===== src/rtl/frame_decoder_pkg.sv =====
// frame_decoder_pkg
//   Shared sprite geometry, color encoding and SRAM layout. The sprite writer
//   imports the same definitions, so both sides agree on where each car's
//   pixels live.
//   Contents: geometry/width constants, ObjectID, decoder state type,
//   obj_base() (first SRAM word of an object), pick_nibble() (pixel extraction).
package frame_decoder_pkg;

  localparam int CAR_SIZE        = 32;
  localparam int COLOR_WIDTH     = 4;
  localparam int SRAM_DATA_WIDTH = 16;
  localparam int SRAM_ADDR_WIDTH = 20;
  localparam int COOR_WIDTH      = 10;
  localparam int PIX_PER_WORD    = SRAM_DATA_WIDTH / COLOR_WIDTH;

  localparam int CAR_LOG2  = $clog2(CAR_SIZE);
  localparam int IDX_W     = 2 * CAR_LOG2;
  localparam int NIB_SEL_W = $clog2(PIX_PER_WORD);

  typedef enum logic [1:0] {
    MAP  = 2'd0,
    CAR1 = 2'd1,
    CAR2 = 2'd2
  } ObjectID;

  typedef enum logic [2:0] {
    S_IDLE,
    S_RD1,
    S_RD2,
    S_CMP,
    S_OUT
  } state_e;

  // Car k occupies words [(k-1)*CAR_SIZE^2/PIX_PER_WORD, +CAR_SIZE^2/PIX_PER_WORD).
  function automatic int unsigned obj_base(input ObjectID id);
    int unsigned base;
    case (id)
      CAR1:    base = 0;
      CAR2:    base = CAR_SIZE * CAR_SIZE / PIX_PER_WORD;
      default: base = 0;
    endcase
    return base;
  endfunction

  // Nibble 0 sits in the least-significant bits of the word.
  function automatic logic [COLOR_WIDTH-1:0] pick_nibble(
    input logic [SRAM_DATA_WIDTH-1:0] word,
    input logic [NIB_SEL_W-1:0]       sel
  );
    logic [SRAM_DATA_WIDTH-1:0] shifted;
    shifted = word >> (sel * COLOR_WIDTH);
    return shifted[COLOR_WIDTH-1:0];
  endfunction

endpackage


===== src/rtl/frame_decoder_if.sv =====
// frame_decoder_if
//   Bundles the pixel request/response handshake and the SRAM read port of
//   the frame decoder. Signal names keep the decoder's point of view
//   (i_* into the decoder, o_* out of it).
//   slave  : the decoder itself.
//   master : display timing / SRAM mux / output stage side.
interface frame_decoder_if;
  import frame_decoder_pkg::*;

  logic                       i_req;
  logic [COOR_WIDTH-1:0]      i_x;
  logic [COOR_WIDTH-1:0]      i_y;
  logic [COLOR_WIDTH-1:0]     i_map_color;
  logic [COOR_WIDTH-1:0]      i_car1_x;
  logic [COOR_WIDTH-1:0]      i_car1_y;
  logic [COOR_WIDTH-1:0]      i_car2_x;
  logic [COOR_WIDTH-1:0]      i_car2_y;
  logic                       i_sram_writing;
  logic [SRAM_DATA_WIDTH-1:0] i_sram_rdata;
  logic [SRAM_ADDR_WIDTH-1:0] o_sram_addr;
  logic                       o_sram_rd;
  logic                       o_ready;
  logic                       o_valid;
  logic [COLOR_WIDTH-1:0]     o_color;
  logic [1:0]                 o_object_id;

  modport slave (
    input  i_req, i_x, i_y, i_map_color,
    input  i_car1_x, i_car1_y, i_car2_x, i_car2_y,
    input  i_sram_writing, i_sram_rdata,
    output o_sram_addr, o_sram_rd, o_ready, o_valid, o_color, o_object_id
  );

  modport master (
    output i_req, i_x, i_y, i_map_color,
    output i_car1_x, i_car1_y, i_car2_x, i_car2_y,
    output i_sram_writing, i_sram_rdata,
    input  o_sram_addr, o_sram_rd, o_ready, o_valid, o_color, o_object_id
  );

endinterface


===== src/rtl/sprite_hit_calc.sv =====
// sprite_hit_calc
//   Combinational hit test and SRAM location for one car sprite.
//   px_x/px_y   : screen pixel.
//   car_x/car_y : sprite top-left corner.
//   hit         : pixel falls inside the sprite (no wrap-around).
//   word_addr   : SRAM word holding the pixel (object base included).
//   nib_sel     : pixel position inside that word.
module sprite_hit_calc
  import frame_decoder_pkg::*;
#(
  parameter ObjectID OBJ = CAR1
) (
  input  logic [COOR_WIDTH-1:0]      px_x,
  input  logic [COOR_WIDTH-1:0]      px_y,
  input  logic [COOR_WIDTH-1:0]      car_x,
  input  logic [COOR_WIDTH-1:0]      car_y,
  output logic                       hit,
  output logic [SRAM_ADDR_WIDTH-1:0] word_addr,
  output logic [NIB_SEL_W-1:0]       nib_sel
);

  localparam logic [SRAM_ADDR_WIDTH-1:0] BASE = SRAM_ADDR_WIDTH'(obj_base(OBJ));

  logic [COOR_WIDTH:0] dx;
  logic [COOR_WIDTH:0] dy;
  logic [IDX_W-1:0]    idx;

  always_comb begin
    dx = {1'b0, px_x} - {1'b0, car_x};
    dy = {1'b0, px_y} - {1'b0, car_y};
    // Zero upper bits means both non-negative (sign bit clear) and < CAR_SIZE.
    hit = (dx[COOR_WIDTH:CAR_LOG2] == '0) && (dy[COOR_WIDTH:CAR_LOG2] == '0);
    idx = (IDX_W'(dy[CAR_LOG2-1:0]) << CAR_LOG2) | IDX_W'(dx[CAR_LOG2-1:0]);
    word_addr = BASE + SRAM_ADDR_WIDTH'(idx >> NIB_SEL_W);
    nib_sel   = idx[NIB_SEL_W-1:0];
  end

endmodule


===== src/rtl/frame_decoder.sv =====
// frame_decoder
//   Reads both car sprites for one requested screen pixel out of SRAM and
//   composites them over the map color (car1 above car2 above map).
//   i_clk   : clock.
//   i_rst_n : synchronous active-low reset; drops any pending request.
//   bus     : request (i_req/o_ready, coordinates, map color, car positions),
//             result (o_valid pulse, o_color, o_object_id) and SRAM read
//             port (o_sram_addr/o_sram_rd, i_sram_rdata one cycle later,
//             i_sram_writing stalls reads).
module frame_decoder
  import frame_decoder_pkg::*;
(
  input  logic           i_clk,
  input  logic           i_rst_n,
  frame_decoder_if.slave bus
);

  state_e                 state_q, state_d;
  logic [COOR_WIDTH-1:0]  x_q, x_d;
  logic [COOR_WIDTH-1:0]  y_q, y_d;
  logic [COLOR_WIDTH-1:0] map_q, map_d;
  logic [COOR_WIDTH-1:0]  car1_x_q, car1_x_d;
  logic [COOR_WIDTH-1:0]  car1_y_q, car1_y_d;
  logic [COOR_WIDTH-1:0]  car2_x_q, car2_x_d;
  logic [COOR_WIDTH-1:0]  car2_y_q, car2_y_d;
  logic                   rd1_pend_q, rd1_pend_d;
  logic                   rd2_pend_q, rd2_pend_d;
  logic [COLOR_WIDTH-1:0] pix1_q, pix1_d;
  logic [COLOR_WIDTH-1:0] pix2_q, pix2_d;
  logic [COLOR_WIDTH-1:0] color_q, color_d;
  ObjectID                obj_q, obj_d;

  logic                       hit1, hit2;
  logic [SRAM_ADDR_WIDTH-1:0] addr1, addr2;
  logic [NIB_SEL_W-1:0]       sel1, sel2;
  logic                       sram_rd;
  logic [SRAM_ADDR_WIDTH-1:0] sram_addr;
  logic [COLOR_WIDTH-1:0]     pix2_now;

  sprite_hit_calc #(.OBJ(CAR1)) u_hit_car1 (
    .px_x      (x_q),
    .px_y      (y_q),
    .car_x     (car1_x_q),
    .car_y     (car1_y_q),
    .hit       (hit1),
    .word_addr (addr1),
    .nib_sel   (sel1)
  );

  sprite_hit_calc #(.OBJ(CAR2)) u_hit_car2 (
    .px_x      (x_q),
    .px_y      (y_q),
    .car_x     (car2_x_q),
    .car_y     (car2_y_q),
    .hit       (hit2),
    .word_addr (addr2),
    .nib_sel   (sel2)
  );

  always_comb begin
    state_d    = state_q;
    x_d        = x_q;
    y_d        = y_q;
    map_d      = map_q;
    car1_x_d   = car1_x_q;
    car1_y_d   = car1_y_q;
    car2_x_d   = car2_x_q;
    car2_y_d   = car2_y_q;
    rd1_pend_d = rd1_pend_q;
    rd2_pend_d = rd2_pend_q;
    pix1_d     = pix1_q;
    pix2_d     = pix2_q;
    color_d    = color_q;
    obj_d      = obj_q;
    sram_rd    = 1'b0;
    sram_addr  = '0;
    pix2_now   = pix2_q;

    unique case (state_q)
      S_IDLE: begin
        if (bus.i_req) begin
          x_d        = bus.i_x;
          y_d        = bus.i_y;
          map_d      = bus.i_map_color;
          car1_x_d   = bus.i_car1_x;
          car1_y_d   = bus.i_car1_y;
          car2_x_d   = bus.i_car2_x;
          car2_y_d   = bus.i_car2_y;
          rd1_pend_d = 1'b0;
          rd2_pend_d = 1'b0;
          pix1_d     = '0;
          pix2_d     = '0;
          state_d    = S_RD1;
        end
      end

      S_RD1: begin
        if (!hit1) begin
          pix1_d  = '0;
          state_d = S_RD2;
        end else if (!bus.i_sram_writing) begin
          sram_rd    = 1'b1;
          sram_addr  = addr1;
          rd1_pend_d = 1'b1;
          state_d    = S_RD2;
        end
      end

      S_RD2: begin
        // rd1_pend is cleared on capture so a stall here cannot re-sample
        // rdata that no longer belongs to car1.
        if (rd1_pend_q) begin
          pix1_d     = pick_nibble(bus.i_sram_rdata, sel1);
          rd1_pend_d = 1'b0;
        end
        if (!hit2) begin
          pix2_d  = '0;
          state_d = S_CMP;
        end else if (!bus.i_sram_writing) begin
          sram_rd    = 1'b1;
          sram_addr  = addr2;
          rd2_pend_d = 1'b1;
          state_d    = S_CMP;
        end
      end

      S_CMP: begin
        if (rd2_pend_q) begin
          pix2_now = pick_nibble(bus.i_sram_rdata, sel2);
        end
        pix2_d     = pix2_now;
        rd2_pend_d = 1'b0;
        if (pix1_q != '0) begin
          color_d = pix1_q;
          obj_d   = CAR1;
        end else if (pix2_now != '0) begin
          color_d = pix2_now;
          obj_d   = CAR2;
        end else begin
          color_d = map_q;
          obj_d   = MAP;
        end
        state_d = S_OUT;
      end

      S_OUT: begin
        state_d = S_IDLE;
      end

      default: begin
        state_d = S_IDLE;
      end
    endcase
  end

  always_ff @(posedge i_clk) begin
    if (!i_rst_n) begin
      state_q    <= S_IDLE;
      x_q        <= '0;
      y_q        <= '0;
      map_q      <= '0;
      car1_x_q   <= '0;
      car1_y_q   <= '0;
      car2_x_q   <= '0;
      car2_y_q   <= '0;
      rd1_pend_q <= 1'b0;
      rd2_pend_q <= 1'b0;
      pix1_q     <= '0;
      pix2_q     <= '0;
      color_q    <= '0;
      obj_q      <= MAP;
    end else begin
      state_q    <= state_d;
      x_q        <= x_d;
      y_q        <= y_d;
      map_q      <= map_d;
      car1_x_q   <= car1_x_d;
      car1_y_q   <= car1_y_d;
      car2_x_q   <= car2_x_d;
      car2_y_q   <= car2_y_d;
      rd1_pend_q <= rd1_pend_d;
      rd2_pend_q <= rd2_pend_d;
      pix1_q     <= pix1_d;
      pix2_q     <= pix2_d;
      color_q    <= color_d;
      obj_q      <= obj_d;
    end
  end

  assign bus.o_ready     = (state_q == S_IDLE);
  assign bus.o_valid     = (state_q == S_OUT);
  assign bus.o_color     = color_q;
  assign bus.o_object_id = obj_q;
  assign bus.o_sram_rd   = sram_rd;
  assign bus.o_sram_addr = sram_addr;

endmodule


===== src/flat_wrapper.sv =====
// flat-port wrapper written by rule: the top's interface ports become plain ports
module frame_decoder_flat import frame_decoder_pkg::*;
  (i_clk, i_rst_n, bus_i_req, bus_i_x, bus_i_y, bus_i_map_color, bus_i_car1_x, bus_i_car1_y, bus_i_car2_x, bus_i_car2_y, bus_i_sram_writing, bus_i_sram_rdata, bus_o_sram_addr, bus_o_sram_rd, bus_o_ready, bus_o_valid, bus_o_color, bus_o_object_id);
  frame_decoder_if bus_i ();
  input  logic i_clk;
  input  logic i_rst_n;
  input wire logic [$bits(bus_i.i_req)-1:0] bus_i_req;
  input wire logic [$bits(bus_i.i_x)-1:0] bus_i_x;
  input wire logic [$bits(bus_i.i_y)-1:0] bus_i_y;
  input wire logic [$bits(bus_i.i_map_color)-1:0] bus_i_map_color;
  input wire logic [$bits(bus_i.i_car1_x)-1:0] bus_i_car1_x;
  input wire logic [$bits(bus_i.i_car1_y)-1:0] bus_i_car1_y;
  input wire logic [$bits(bus_i.i_car2_x)-1:0] bus_i_car2_x;
  input wire logic [$bits(bus_i.i_car2_y)-1:0] bus_i_car2_y;
  input wire logic [$bits(bus_i.i_sram_writing)-1:0] bus_i_sram_writing;
  input wire logic [$bits(bus_i.i_sram_rdata)-1:0] bus_i_sram_rdata;
  output wire logic [$bits(bus_i.o_sram_addr)-1:0] bus_o_sram_addr;
  output wire logic [$bits(bus_i.o_sram_rd)-1:0] bus_o_sram_rd;
  output wire logic [$bits(bus_i.o_ready)-1:0] bus_o_ready;
  output wire logic [$bits(bus_i.o_valid)-1:0] bus_o_valid;
  output wire logic [$bits(bus_i.o_color)-1:0] bus_o_color;
  output wire logic [$bits(bus_i.o_object_id)-1:0] bus_o_object_id;
  assign bus_i.i_req = bus_i_req;
  assign bus_i.i_x = bus_i_x;
  assign bus_i.i_y = bus_i_y;
  assign bus_i.i_map_color = bus_i_map_color;
  assign bus_i.i_car1_x = bus_i_car1_x;
  assign bus_i.i_car1_y = bus_i_car1_y;
  assign bus_i.i_car2_x = bus_i_car2_x;
  assign bus_i.i_car2_y = bus_i_car2_y;
  assign bus_i.i_sram_writing = bus_i_sram_writing;
  assign bus_i.i_sram_rdata = bus_i_sram_rdata;
  assign bus_o_sram_addr = bus_i.o_sram_addr;
  assign bus_o_sram_rd = bus_i.o_sram_rd;
  assign bus_o_ready = bus_i.o_ready;
  assign bus_o_valid = bus_i.o_valid;
  assign bus_o_color = bus_i.o_color;
  assign bus_o_object_id = bus_i.o_object_id;
  frame_decoder u_core (.i_clk(i_clk), .i_rst_n(i_rst_n), .bus(bus_i));
endmodule

===== config.mk =====
export PLATFORM = sky130hd
export DESIGN_NAME = frame_decoder_flat
export DESIGN_NICKNAME = d
export VERILOG_FILES = /design/src/rtl/frame_decoder_pkg.sv /design/src/rtl/frame_decoder_if.sv /design/src/rtl/sprite_hit_calc.sv /design/src/rtl/frame_decoder.sv /design/src/flat_wrapper.sv
export SDC_FILE = /design/constraint.sdc
export NUM_CORES = 1
export LEC_CHECK = 0
export ABC_AREA = 1
export BUFFER_PORTS_ARGS = -buffer_cell sky130_fd_sc_hd__buf_2
export CAP_MARGIN = 40
export CORE_ASPECT_RATIO = 1.75
export CORE_MARGIN = 1.5
export CORE_UTILIZATION = 45
export DETAILED_ROUTE_END_ITERATION = 6
export PLACE_DENSITY = 0.67
export SLEW_MARGIN = 20
export SYNTH_ARGS = -nofsm -noshare
export SYNTH_HDL_FRONTEND = slang
export SYNTH_HIERARCHICAL = 1
export SYNTH_SLANG_ARGS = --single-unit

===== constraint.sdc =====
create_clock -name i_clk -period 3 [get_ports i_clk]
set_input_delay 0.15 -clock i_clk [delete_from_list [all_inputs] [get_ports i_clk]]
set_output_delay 0.15 -clock i_clk [all_outputs]
set_load 0.05 [all_outputs]

After elaboration in Yosys (flattened, before gate mapping)

Index checks and enable logic that the tools add are counted.
W data, S select, Z words.

Word-level logic and storage cells: 87
Bits of input ports: 84
Bits in registers: 83

Shifts and indexed selects: 2
Reduce and logical (&&, ||, !) cells: 17
Muxes and demuxes: 33
Bitwise logic cells: 2
Add/subtract/negate cells: 5
Equality and inequality tests: 14

Operator list:

| operator               | number |
|---|---|
| $sub A10 B10 Y11       | 4 |
| $mux W20               | 2 |
| $pmux W20 S2           | 1 |
| $mux W4                | 8 |
| $shr A16 B4 Y4         | 2 |
| $logic_not A6 Y1       | 4 |
| $pmux W4 S3            | 2 |
| $or A10 B5 Y10         | 2 |
| $mux W3                | 5 |
| $pmux W3 S4            | 1 |
| $reduce_and A4 Y1      | 3 |
| $add A9 B8 Y10 const A | 1 |
| $mux W10               | 1 |
| $ne A2 B2 Y1 const B   | 5 |
| $mux W8                | 1 |
| $reduce_bool A4 Y1     | 2 |
| $mux W1                | 7 |
| $eq A3 B2 Y1 const B   | 2 |
| $ne A2 B1 Y1 const B   | 3 |
| $ne A3 B3 Y1 const B   | 2 |
| $pmux W1 S3            | 2 |
| $reduce_and A3 Y1      | 2 |
| $reduce_bool A3 Y1     | 2 |
| $mux W2                | 2 |
| 6 further kinds        | 7 |

Longest topological paths before layout

Gate-level depths: netlist (run 1).

Depth after elaboration: 8
Gate-level depth with buffers: 20
Mapped depth without buffers: 20

Cells and area by module

Netlist (run 1), hierarchy kept.

Modules (own cells, without submodules):

| module                              | cells each | sequential area each (sq um) | area an instance (sq um) | times used |
|---|---|---|---|---|
| frame_decoder                       | 556        | 1661.6                       | 3767.4                   | 1 |
| sprite_hit_calc (u_core.u_hit_car2) | 233        | 0.0                          | 1292.5                   | 1 |
| sprite_hit_calc (u_core.u_hit_car1) | 223        | 0.0                          | 1238.7                   | 1 |

Least setup slack after synthesis (run 1)

Ideal clock, no wire load.

Kind: reg-to-output
Start: register u_core.y_q[0]
End: output port bus_o_sram_addr[0]
Required time: 2.850 ns
Path slack: -0.233 ns
Arrival: 3.083 ns
Cell stages (with the launch flop): 20
Buffers on the path: 1
Path through: dfxtp_1 -> inv_1 -> ha_1 -> fa_1 -> inv_1 -> nand3_1 -> nand2_2 -> nand2_1 -> nand2_1 -> nand2_1 -> nand2_1 -> nand3_1 -> nor2_1 -> nand2_1 -> nor2_2 -> inv_1 -> nor2_1 -> clkbuf_1 -> nand2_1 -> a21oi_1

Longest elaborated chain between the ends: 5
Elaborated cells on any way between the ends: 9

RTL lines:

| what                   | line                  | text |
|---|---|---|
| from (decl)            | frame_decoder.sv:20   | `logic [COOR_WIDTH-1:0] y_q, y_d;` |
| from (signal assigned) | frame_decoder.sv:175  | `y_q <= y_d;` |
| $sub A10 B10 Y11       | sprite_hit_calc.sv:30 | `dy = {1'b0, px_y} - {1'b0, car_y};` |
| $logic_not A6 Y1       | sprite_hit_calc.sv:32 | `hit = (dx[COOR_WIDTH:CAR_LOG2] == '0) && (dy[COOR_WIDTH:CAR_LOG2] == '0);` |
| $logic_and A1 B1 Y1    | sprite_hit_calc.sv:32 |  |
| via u_core.hit1        | frame_decoder.sv:33   | `logic hit1, hit2;` |
| $mux W20               | frame_decoder.sv:98   | `if (!hit1) begin` |
| $pmux W20 S2           | frame_decoder.sv:79   | `unique case (state_q)` |
| to (decl)              | flat_wrapper.sv:17    | `output wire logic [$bits(bus_i.o_sram_addr)-1:0] bus_o_sram_addr;` |

The timed path passes the listed nets, and every way through them passes these cells.

Final worst setup path (run 1)

Start: register u_core.x_q[0]
End: output port bus_o_sram_addr[4]

Elaborated cells on any way between the ends: 12

RTL lines:

| what                   | line                  | text |
|---|---|---|
| from (decl)            | frame_decoder.sv:19   | `logic [COOR_WIDTH-1:0] x_q, x_d;` |
| from (signal assigned) | frame_decoder.sv:159  | `x_q <= '0;` |
| from (signal assigned) | frame_decoder.sv:174  | `x_q <= x_d;` |
| $sub A10 B10 Y11       | sprite_hit_calc.sv:29 | `dx = {1'b0, px_x} - {1'b0, car_x};` |
| $logic_not A6 Y1       | sprite_hit_calc.sv:32 |  |
| $logic_and A1 B1 Y1    | sprite_hit_calc.sv:32 |  |
| via u_core.hit1        | frame_decoder.sv:33   |  |
| $mux W20               | frame_decoder.sv:98   |  |
| $pmux W20 S2           | frame_decoder.sv:79   |  |

The timed path passes the listed nets, and every way through them passes these cells.

==> impl_results.md, run 1 <==
* Critical Path AT at 2.91 ns
* Vias in the first global route at 6262
* Total CTS buffers at 9
* Synth area leaders: dfxtp_1 (26%), nand2_1 (18%), a21oi_1 (9.4%)
* DRT Pass-1 Iters at 6
* Syn Inst Count at 1012
* Post-synth EDFFs at 0
* Die Area at 14700 µm²
* IO Pins at 113
* Post-synthesis register bit count at 83
* Chip width at 92.4 µm
* Layout cell share with drive strength beyond 1 at 0.220
* GR Util All Layers at 0.245
* Drt drc at 0
* Slowest cell on crit path: fa_2
* Minimum clock period at 3.06 ns
* Peak supply drop at 0.296 mV
* CTS tree: yes
* Total number of H-tree levels at 3
* Routed vias/inst at 5.08
* Kind of critical path: flip-flop to output pin
* Clock-pin transition on the worst setup and hold timing paths at 0.07 ns
* First-pass GRT wire length at 28600 µm
* Final hold violation count at 0
* Tcrit/Tclk final at 1.02
* Gr ovfl total at 0
* Element type at the critical path start: flip-flop
* Critical path peak fanout at 6
* Final HPWL DP at 13900 µm
* Initial antenna violation count at 0
* Avg Inst Size Synth at 6.22 µm²
* Non-filler cells, final at 1302
* Violated checks: setup timing
* Die height at 160 µm
* Filler cell count at 1353
* Final setup margin at -0.0614 ns
* Number of nets in the layout at 1248
* Sequential-to-total area share from yosys stat at 0.264
* Clock Path Buffers at 2
* Run status: finished with violations
* Starting Density at 0.458
* Routed wire length at 17800 µm
* Post-placement cell count at 1268
* Least-Margin Pin Slew at 1.09 ns
* Final count of negative-setup-slack endpoints at 8
* Synth top area share at 0.264
* Diode count at 0
* Clock root cell: clkbuf_16
* Distinct cell type count after synthesis at 44
* Clk_lat worst skew at 0.34 ns
* Largest delay share family, worst path: simple AND/OR/NAND/NOR gates
* Clock Skew at 0.00751 ns
* CP peak stage delay at 0.40 ns
* Mapped cell area at 6300 µm²
* Most frequent cells in the layout: nand2_1 (288), inv_1 (123), a21oi_1 (108), nand3_1 (104), buf_2 (91)
* Synth Flop Type: dfxtp_1
* CP cell instances: inv_2 > ha_2 > fa_2 > inv_2 > nand2_1 > nand2_2 > nand3_2 > nand2_2 > nand2_2 > nand2_1 > nand2_1 > nand2_1 > nand3_1 > nor2_2 > inv_2 > nor2_4 > buf_6 > nand2_2 > a21oi_2 > buf_6
* Core Footprint at 13800 µm²
* Power per cell area at 532 nW/µm²
* # clock sinks at 83
* Rel. slew slack at 0.277
* Buf/Inv on CP at 5
* Largest net degree at the start of global routing at 57
* RSZ-0062 raised after global routing: yes
* Async SR Flop Fraction at 0
* Maxcap violations at 0
* Synthesis Warnings at 6
* Largest area contributor in the netlist: dfxtp_1
* DRT antenna net count at 0
* Final GP Congestion at 0.937
* Critical Path Sink Type: output pin
* Critical Path RT at 2.85 ns
* Max Slew Vio Count at 0
* Min-Delay Path Class: input pin to flip-flop
* Port bufs at 101
* WL/cell at 13.7 µm
* Floorplan row count at 57
* Violation count after the first detailed-route iteration at 273
* Total number of vias at 6611
* FMAX at 327 MHz
* Most common cell after layout, fill and taps aside: nand2_1
* Area Overhead vs Synth at 21.7%
* WHS at 0.0721 ns
* Leakage at 3.69 nW
## state kept, by name, summed over array words and instances, names as in the netlist
register,cells
u_core/car1_x_q,10
u_core/car1_y_q,10
u_core/car2_x_q,10
u_core/car2_y_q,10
u_core/x_q,10
u_core/y_q,10
u_core/bus.o_color,4
u_core/map_q,4
u_core/pix1_q,4
u_core/pix2_q,4
u_core/state_q,3
u_core/bus.o_object_id,2
u_core/rd1_pend_q,1
u_core/rd2_pend_q,1
## synth_stat cells (all sizes together) (4+ instances only)
| cell type | instances |
|---|---|
| o21bai | 4 |
| nor2 | 52 |
| nand2 | 313 |
| nand3 | 114 |
| clkbuf | 31 |
| nor3 | 8 |
| fa | 4 |
| ha | 40 |
| xor2 | 5 |
| buf | 30 |
| inv | 139 |
| a21oi | 123 |
| o21ai | 18 |
| xnor2 | 7 |
| nand3b | 9 |
| nand4 | 5 |
| or2 | 10 |
| dfxtp | 83 |
## worst paths after layout
| path | from | end | slack [ns] | cells past startpoint |
|---|---|---|---|---|
| hold reg to reg | u_core/car2_y_q[9] | u_core/car2_y_q[9] | 0.46 | 2 |
| setup reg to reg | u_core/y_q[0] | u_core/pix1_q[1] | 0.21 | 21 |
| setup / recovery | u_core/x_q[0] | bus_o_sram_addr[4] | -0.06 | 20 |
| hold / removal | bus_i_y[6] | u_core/y_q[6] | 0.07 | 3 |
## area by class of cell
class / instances / area, µm² / share of cell area
tap: 177 / 221 / 0.0289
sequential: 83 / 1670 / 0.218
timing repair buffer: 137 / 866 / 0.113
clock inverter: 6 / 71.3 / 0.00930
clock buffer: 10 / 239 / 0.0312
multi-input combinational: 747 / 4060 / 0.530
inverter: 142 / 538 / 0.0702
## logic make-up (layout without fill, tap and decap cells)
group                    Yosys count  count (layout)  share of synthesized area
other                              3              24                    0.00179
AO/OA/AOI/OAI                    153             153                      0.129
XOR/XNOR                          12              12                     0.0167
adder cells (fa/ha/maj)           44              44                     0.0922
AND/OR/NAND/NOR                  514             514                      0.360
buffers and inverters            203             295                      0.136
flip-flops                        83              83                      0.264
## where the power goes
| part | internal, mW | switching (mW) | leakage [nW] | total, mW |
|---|---|---|---|---|
| registers | 1.18 | 0.0695 | 0.680 | 1.25 |
| logic | 0.632 | 1.05 | 2.86 | 1.68 |
| clock network | 0.675 | 0.469 | 0.146 | 1.14 |
## repair_timing
action,CTS,global route
hold buffers,0,0
endpoints found under the setup margin,10,14
setup buffers,11,10
pin swaps,11,23
gates resized for setup,36,43
## worst reg2reg max path, delay by kind of cell (launching register included)
kind	cells	cell delay [ns]
compound gates	1	0.15
buf+inv	6	0.62
fa+ha+maj	2	0.55
simple gates	12	1.08
flops	1	0.34
## routing by layer
| metal | GRT usage | up-vias | part of all wire |
|---|---|---|---|
| li1 | - | 3398 | - |
| met1 | 0.249 | 2995 | 0.37 |
| met2 | 0.464 | 163 | 0.54 |
| met3 | 0.0349 | 55 | 0.038 |
| met4 | 0.131 | 0 | 0.048 |
| met5 | 0 | - | 0 |
## per-stage QoR
stage	util	setup slack [ns]	power, mW	cell area (µm²)	TNS, ns
6_report	0.557	-0.0614	4.08	7660	-0.234
3_3_place_gp	0.507	0.0806	2.83	6980	0
2_1_floorplan	-	0.00223	2.45	6420	0
4_1_cts	0.543	-0.00187	4.02	7470	-0.00187
5_1_grt	0.557	-0.225	4.37	7660	-1.84
3_5_place_dp	0.507	0.0232	2.83	6980	0
No activity file was read; power rests on OpenSTA's default activity.
==> run 2, diff against run 1 <==
--- a/config.mk
+++ b/config.mk
@@ -10,9 +10,9 @@
 export CAP_MARGIN = 40
 export CORE_ASPECT_RATIO = 1.75
 export CORE_MARGIN = 1.5
-export CORE_UTILIZATION = 45
+export CORE_UTILIZATION = 57
 export DETAILED_ROUTE_END_ITERATION = 6
-export PLACE_DENSITY = 0.67
+export PLACE_DENSITY = 0.81
 export SLEW_MARGIN = 20
 export SYNTH_ARGS = -nofsm -noshare
 export SYNTH_HDL_FRONTEND = slang
==> run 2 against run 1 <==
The run ends with DRC, setup timing left. Critical path depth did not move. Clock skew is 0.0022 ns lower. Die area decreased by 21%. Non-clock buffer count decreased by 3. Via count up 4.8%. Setup slack worse by 0.032 ns. Hold slack worse by 0.0036 ns. First-iteration DRC count rose by 76%. Critical path type unchanged. Critical endpoint is now bus_o_sram_addr[6]. Largest cell class unchanged. Highest routed layer unchanged.
==> impl_results.md, run 2 (same netlist as run 1, synthesis figures left out) <==
* Run status: finished with violations
* Violated checks: DRC, setup timing
* Violation count after the first detailed-route iteration at 480
* Core Footprint at 10800 µm²
* Chip width at 82.5 µm
* Min-Delay Path Class: input pin to flip-flop
* Vias in the first global route at 6415
* # clock sinks at 83
* Critical Path RT at 2.85 ns
* Routed wire length at 18400 µm
* Critical path peak fanout at 6
* Initial antenna violation count at 1
* Die Area at 11700 µm²
* Total CTS buffers at 9
* Met1 WL at 6490 µm
* Most common cell after layout, fill and taps aside: nand2_1
* Critical Path AT at 2.94 ns
* Layout cell share with drive strength beyond 1 at 0.225
* Final hold violation count at 0
* Total number of vias at 6928
* Clk pwr share at 0.271
* WL/cell at 14.6 µm
* Clock-pin transition on the worst setup and hold timing paths at 0.07 ns
* Drt drc at 1
* RSZ-0062 raised after global routing: yes
* Routed vias/inst at 5.53
* Final setup margin at -0.0930 ns
* Setup TNS at -0.801 ns
* Max Slew Vio Count at 0
* Rel. slew slack at 0.299
* Final GP Congestion at 0.986
* Part of the power in registers at 0.306
* Post-route cell area at 7590 µm²
* Clock root cell: clkbuf_16
* Tcrit/Tclk final at 1.03
* Post-placement cell count at 1221
* Power per cell area at 541 nW/µm²
* Maxcap violations at 0
* Starting Density at 0.585
* Element type at the critical path start: flip-flop
* Area Overhead vs Synth at 20.5%
* WL met3 at 1090 µm
* Sw Share at 0.400
* Kind of critical path: flip-flop to output pin
* DRT Pass-1 Iters at 7
* Least-Margin Pin Slew at 1.06 ns
* Critical Path Sink Type: output pin
* Minimum clock period at 3.09 ns
* Pre-CTS setup slack at 0.0744 ns
* Non-filler cells, final at 1253
* First-pass GRT wire length at 28200 µm
* DP Area at 6910 µm²
* Clock Skew at 0.00530 ns
* CTS tree: yes
* Int Power at 2.46 mW
* Met2 Routed Length at 9760 µm
* Final count of negative-setup-slack endpoints at 10
* Gr ovfl total at 0
* IO Pins at 113
* Number of nets in the layout at 1245
* DRT antenna net count at 0
* Sw Pwr at 1.64 mW
* GR Util All Layers at 0.312
* Leakage at 3.69 nW
* Peak supply drop at 0.520 mV
* Floorplan row count at 50
* Clock Path Buffers at 2
* Final HPWL DP at 13000 µm
* Largest net degree at the start of global routing at 65
* Most frequent cells in the layout: nand2_1 (285), inv_1 (122), a21oi_1 (109), nand3_1 (104), buf_2 (91)
* DR top layer: met4
* FMAX at 323 MHz
* Total number of H-tree levels at 3
* Total Power at 4.11 mW
* Die height at 142 µm
* Clk_lat worst skew at 0.35 ns
* Part of the power in combinational logic at 0.423
* Port bufs at 101
-- run 2: power by group through the flow --
stage	Sequential [mW]	Combinational, mW	Clock [mW]
final	1.25	1.74	1.11
after detailed placement	1.27	1.53	0
after global routing	1.26	1.90	1.18
after CTS	1.25	1.59	1.12
after floorplan	1.26	1.19	0
after global placement	1.27	1.51	0
-- run 2: final cells by class --
type / instances / area (µm²)
well taps: 130 / 163
clock inverters: 6 / 65.1
inverters: 142 / 536
multi-input cells: 747 / 4100
flip-flops and latches: 83 / 1670
repair buffers: 134 / 831
clock buffers: 10 / 229
diodes: 1 / 2.50
fillers: 951 / 3170
-- run 2: worst max-delay path: stages (launching register included) --
cell	delay (ns)
dfxtp_2	0.35
inv_2	0.05
ha_4	0.16
fa_2	0.40
inv_2	0.06
nand3_2	0.06
nand2_2	0.11
nand2_2	0.07
nand2_2	0.07
nand2_1	0.05
nand2_1	0.07
nand3_2	0.07
nor2_1	0.15
nand2_1	0.08
nor2_2	0.11
inv_2	0.07
nor2_4	0.13
buf_6	0.15
nand2_1	0.07
a21oi_2	0.14
buf_6	0.17
-- run 2: routing by layer --
layer | global-route usage | up-vias
li1 | - | 3397
met1 | 0.321 | 3106
met2 | 0.561 | 321
met3 | 0.0545 | 104
met4 | 0.189 | 0
met5 | 0 | -
-- run 2: path summary, 6_finish.rpt --
check,cells after the start,to,from,slack [ns]
min reg2reg,2,u_core/car2_y_q[8],u_core/car2_y_q[8],0.46
min,3,u_core/car1_x_q[8],bus_i_car1_x[8],0.07
max,20,bus_o_sram_addr[6],u_core/y_q[0],-0.09
max reg2reg,23,u_core/pix1_q[0],u_core/y_q[0],0.11
-- run 2: per-stage QoR --
step / utilization / hold WS, ns
after detailed placement: 0.642 / 0.426
after CTS: 0.687 / 0.0680
after global routing: 0.705 / 0.0691
final: 0.705 / 0.0685
after floorplan: - / 0.288
after global placement: 0.642 / 0.424
-- run 2: what timing repair did --
action | in CTS | in global routing
pin swaps | 15 | 29
endpoints found under the setup margin | 10 | 14
buffers inserted | 9 | 5
gates cloned | 1 | 0
hold buffers | 0 | 0
gates resized for setup | 42 | 48
==> run 3, diff against run 2 <==
--- a/config.mk
+++ b/config.mk
@@ -8,11 +8,14 @@
 export ABC_AREA = 1
 export BUFFER_PORTS_ARGS = -buffer_cell sky130_fd_sc_hd__buf_2
 export CAP_MARGIN = 40
+export CELL_PAD_IN_SITES_DETAIL_PLACEMENT = 1
+export CELL_PAD_IN_SITES_GLOBAL_PLACEMENT = 1
 export CORE_ASPECT_RATIO = 1.75
 export CORE_MARGIN = 1.5
-export CORE_UTILIZATION = 57
+export CORE_UTILIZATION = 39
 export DETAILED_ROUTE_END_ITERATION = 6
-export PLACE_DENSITY = 0.81
+export GPL_TIMING_DRIVEN = 0
+export PLACE_DENSITY_LB_ADDON = 0.1
 export SLEW_MARGIN = 20
 export SYNTH_ARGS = -nofsm -noshare
 export SYNTH_HDL_FRONTEND = slang
==> run 3 against run 2 <==
The flow finishes with violations (setup timing). Clock skew increased by 0.0013 ns. Die area up 45%. Register-to-register slack worse by 0.10 ns. Combinational power up 7%. Critical path depth shrank 6. Sequential cell count unchanged. Sequential power about the same. Via count grew 1.6%. Cell count rose by 8.6%. Setup slack got worse by 0.19 ns. Critical path type unchanged.
==> impl_results.md, run 3 (same netlist as run 1, synthesis figures left out) <==
* Sequential cell area at 1670 µm²
* Kind of critical path: flip-flop to output pin
* Most frequent cells in the layout: nand2_1 (275), inv_1 (125), a21oi_1 (108), nand3_1 (102), buf_2 (92)
* CTS tree: yes
* Port bufs at 101
* Final hold violation count at 0
* Final HPWL DP at 17600 µm
* Core Footprint at 15900 µm²
* Clock root cell: clkbuf_16
* Min-Delay Path Class: input pin to flip-flop
* DRT Pass-1 Iters at 4
* Number of nets in the layout at 1296
* RSZ-0062 raised after global routing: yes
* Met3 GRT Util at 0.0274
* Clock Skew at 0.00662 ns
* Clock-pin transition on the worst setup and hold timing paths at 0.06 ns
* Violation count after the first detailed-route iteration at 232
* WHS at 0.0737 ns
* Reg2reg setup slack at 0.01 ns
* Most common cell after layout, fill and taps aside: nand2_1
* GRT busiest layer: met2
* Total CTS buffers at 9
* Starting Density at 0.397
* IO Pins at 113
* Drt drc at 0
* Element type at the critical path start: flip-flop
* Critical path peak fanout at 8
* Multi-input gate area at 4290 µm²
* Critical Path AT at 3.14 ns
* Diode count at 0
* Least-Margin Pin Slew at 1.07 ns
* FMAX at 304 MHz
* Final GP Congestion at 0.960
* Critical Path RT at 2.85 ns
* Die height at 171 µm
* Setup TNS at -2.13 ns
* Post-placement cell count at 1323
* Max Slew Vio Count at 0
* Die Area at 17000 µm²
* GR Util met1 at 0.253
* Clk_lat worst skew at 0.34 ns
* Post-CTS Hold Fix Bufs at 0
* Peak supply drop at 0.330 mV
* GR Util All Layers at 0.272
* WL/cell at 16.8 µm
* Critical Path Sink Type: output pin
* Clock Path Buffers at 2
* Total number of vias at 7038
* Final setup margin at -0.287 ns
* # clock sinks at 83
* Final Util at 0.513
* Tcrit/Tclk final at 1.10
* Minimum clock period at 3.29 ns
* Violated checks: setup timing
* Non-filler cells, final at 1361
* Grt met2 use at 0.566
* Vias in the first global route at 7341
* Cells on worst reg2reg path at 15
* Leakage at 3.95 nW
* DRT antenna net count at 0
* Largest net degree at the start of global routing at 13
* Final count of negative-setup-slack endpoints at 10
* Gr ovfl total at 0
* Rel. slew slack at 0.287
* Floorplan row count at 61
* Area Overhead vs Synth at 29.4%
* Worst hold stages at 3
* Initial antenna violation count at 0
* Layout cell share with drive strength beyond 1 at 0.241
* First-pass GRT wire length at 35600 µm
* Total number of H-tree levels at 3
* Routed wire length at 22900 µm
* Chip width at 99.1 µm
* Maxcap violations at 0
* Routed vias/inst at 5.17
* Run status: finished with violations
* Filler cell count at 2192
* Power per cell area at 516 nW/µm²
-- run 3: cell types whose count changed in the layout (fill, tap and decap cells not counted), moves of 3 or more --
cell / before / now
a21oi_2: 11 / 7
a21oi_4: 3 / 8
buf_1: 0 / 5
buf_4: 29 / 41
buf_6: 14 / 17
clkbuf_1: 1 / 28
clkbuf_8: 0 / 4
ha_1: 33 / 29
inv_1: 122 / 125
inv_2: 16 / 13
nand2_1: 285 / 275
nand2_4: 5 / 15
-- run 3: worst max-delay path, cell delays in order, from the launching register on --
cell,delay (ns)
dfxtp_1,0.35
ha_1,0.39
a21oi_1,0.50
nand3b_1,0.16
nand2_2,0.10
nand3_1,0.07
nor2_1,0.12
nand2_1,0.09
nor2_4,0.14
inv_2,0.07
nor2_4,0.14
clkbuf_16,0.21
nand2_4,0.07
a21oi_4,0.20
buf_6,0.18
-- run 3: layer usage --
layer,share of wire,vias up
met5,0,-
met4,0.046,0
met3,0.022,57
met2,0.57,142
met1,0.36,3348
li1,-,3491
-- run 3: path summary, 6_finish.rpt --
kind	from	to
setup / recovery	u_core/x_q[5]	bus_o_sram_addr[5]
hold / removal	bus_i_car2_y[1]	u_core/car2_y_q[1]
setup reg to reg	u_core/x_q[5]	u_core/pix1_q[2]
hold reg to reg	u_core/car2_y_q[7]	u_core/car2_y_q[7]
-- run 3: timing repair --
item	CTS	global route
pin swaps	27	15
hold endpoints to repair	0	0
resized for setup	104	39
endpoints found under the setup margin	18	15
buffers inserted	21	7
gates cloned	1	0
-- run 3: final cells by class --
type                            count  area share
Timing Repair Buffer              125      0.0953
Multi-Input combinational cell    747       0.526
Buffer                             60      0.0450
Clock inverter                      2     0.00123
Tap cell                          189      0.0290
Clock buffer                       13      0.0332
Sequential cell                    83       0.205
Inverter                          142      0.0657
-- run 3: stage by stage --
step | setup slack (ns) | area (µm²) | power [mW]
global route | -0.387 | 8150 | 4.49
floorplan | 0.00223 | 6420 | 2.45
global placement | -0.602 | 7160 | 2.88
detailed placement | -0.721 | 7160 | 2.92
CTS | -0.194 | 7990 | 4.13
finish | -0.287 | 8150 | 4.21
-- run 3: power by group --
part | total (mW) | switching [mW] | internal [mW] | leakage, nW
registers | 1.26 | 0.0727 | 1.18 | 0.681
clock network | 1.08 | 0.453 | 0.622 | 0.141
logic | 1.87 | 1.21 | 0.662 | 3.13
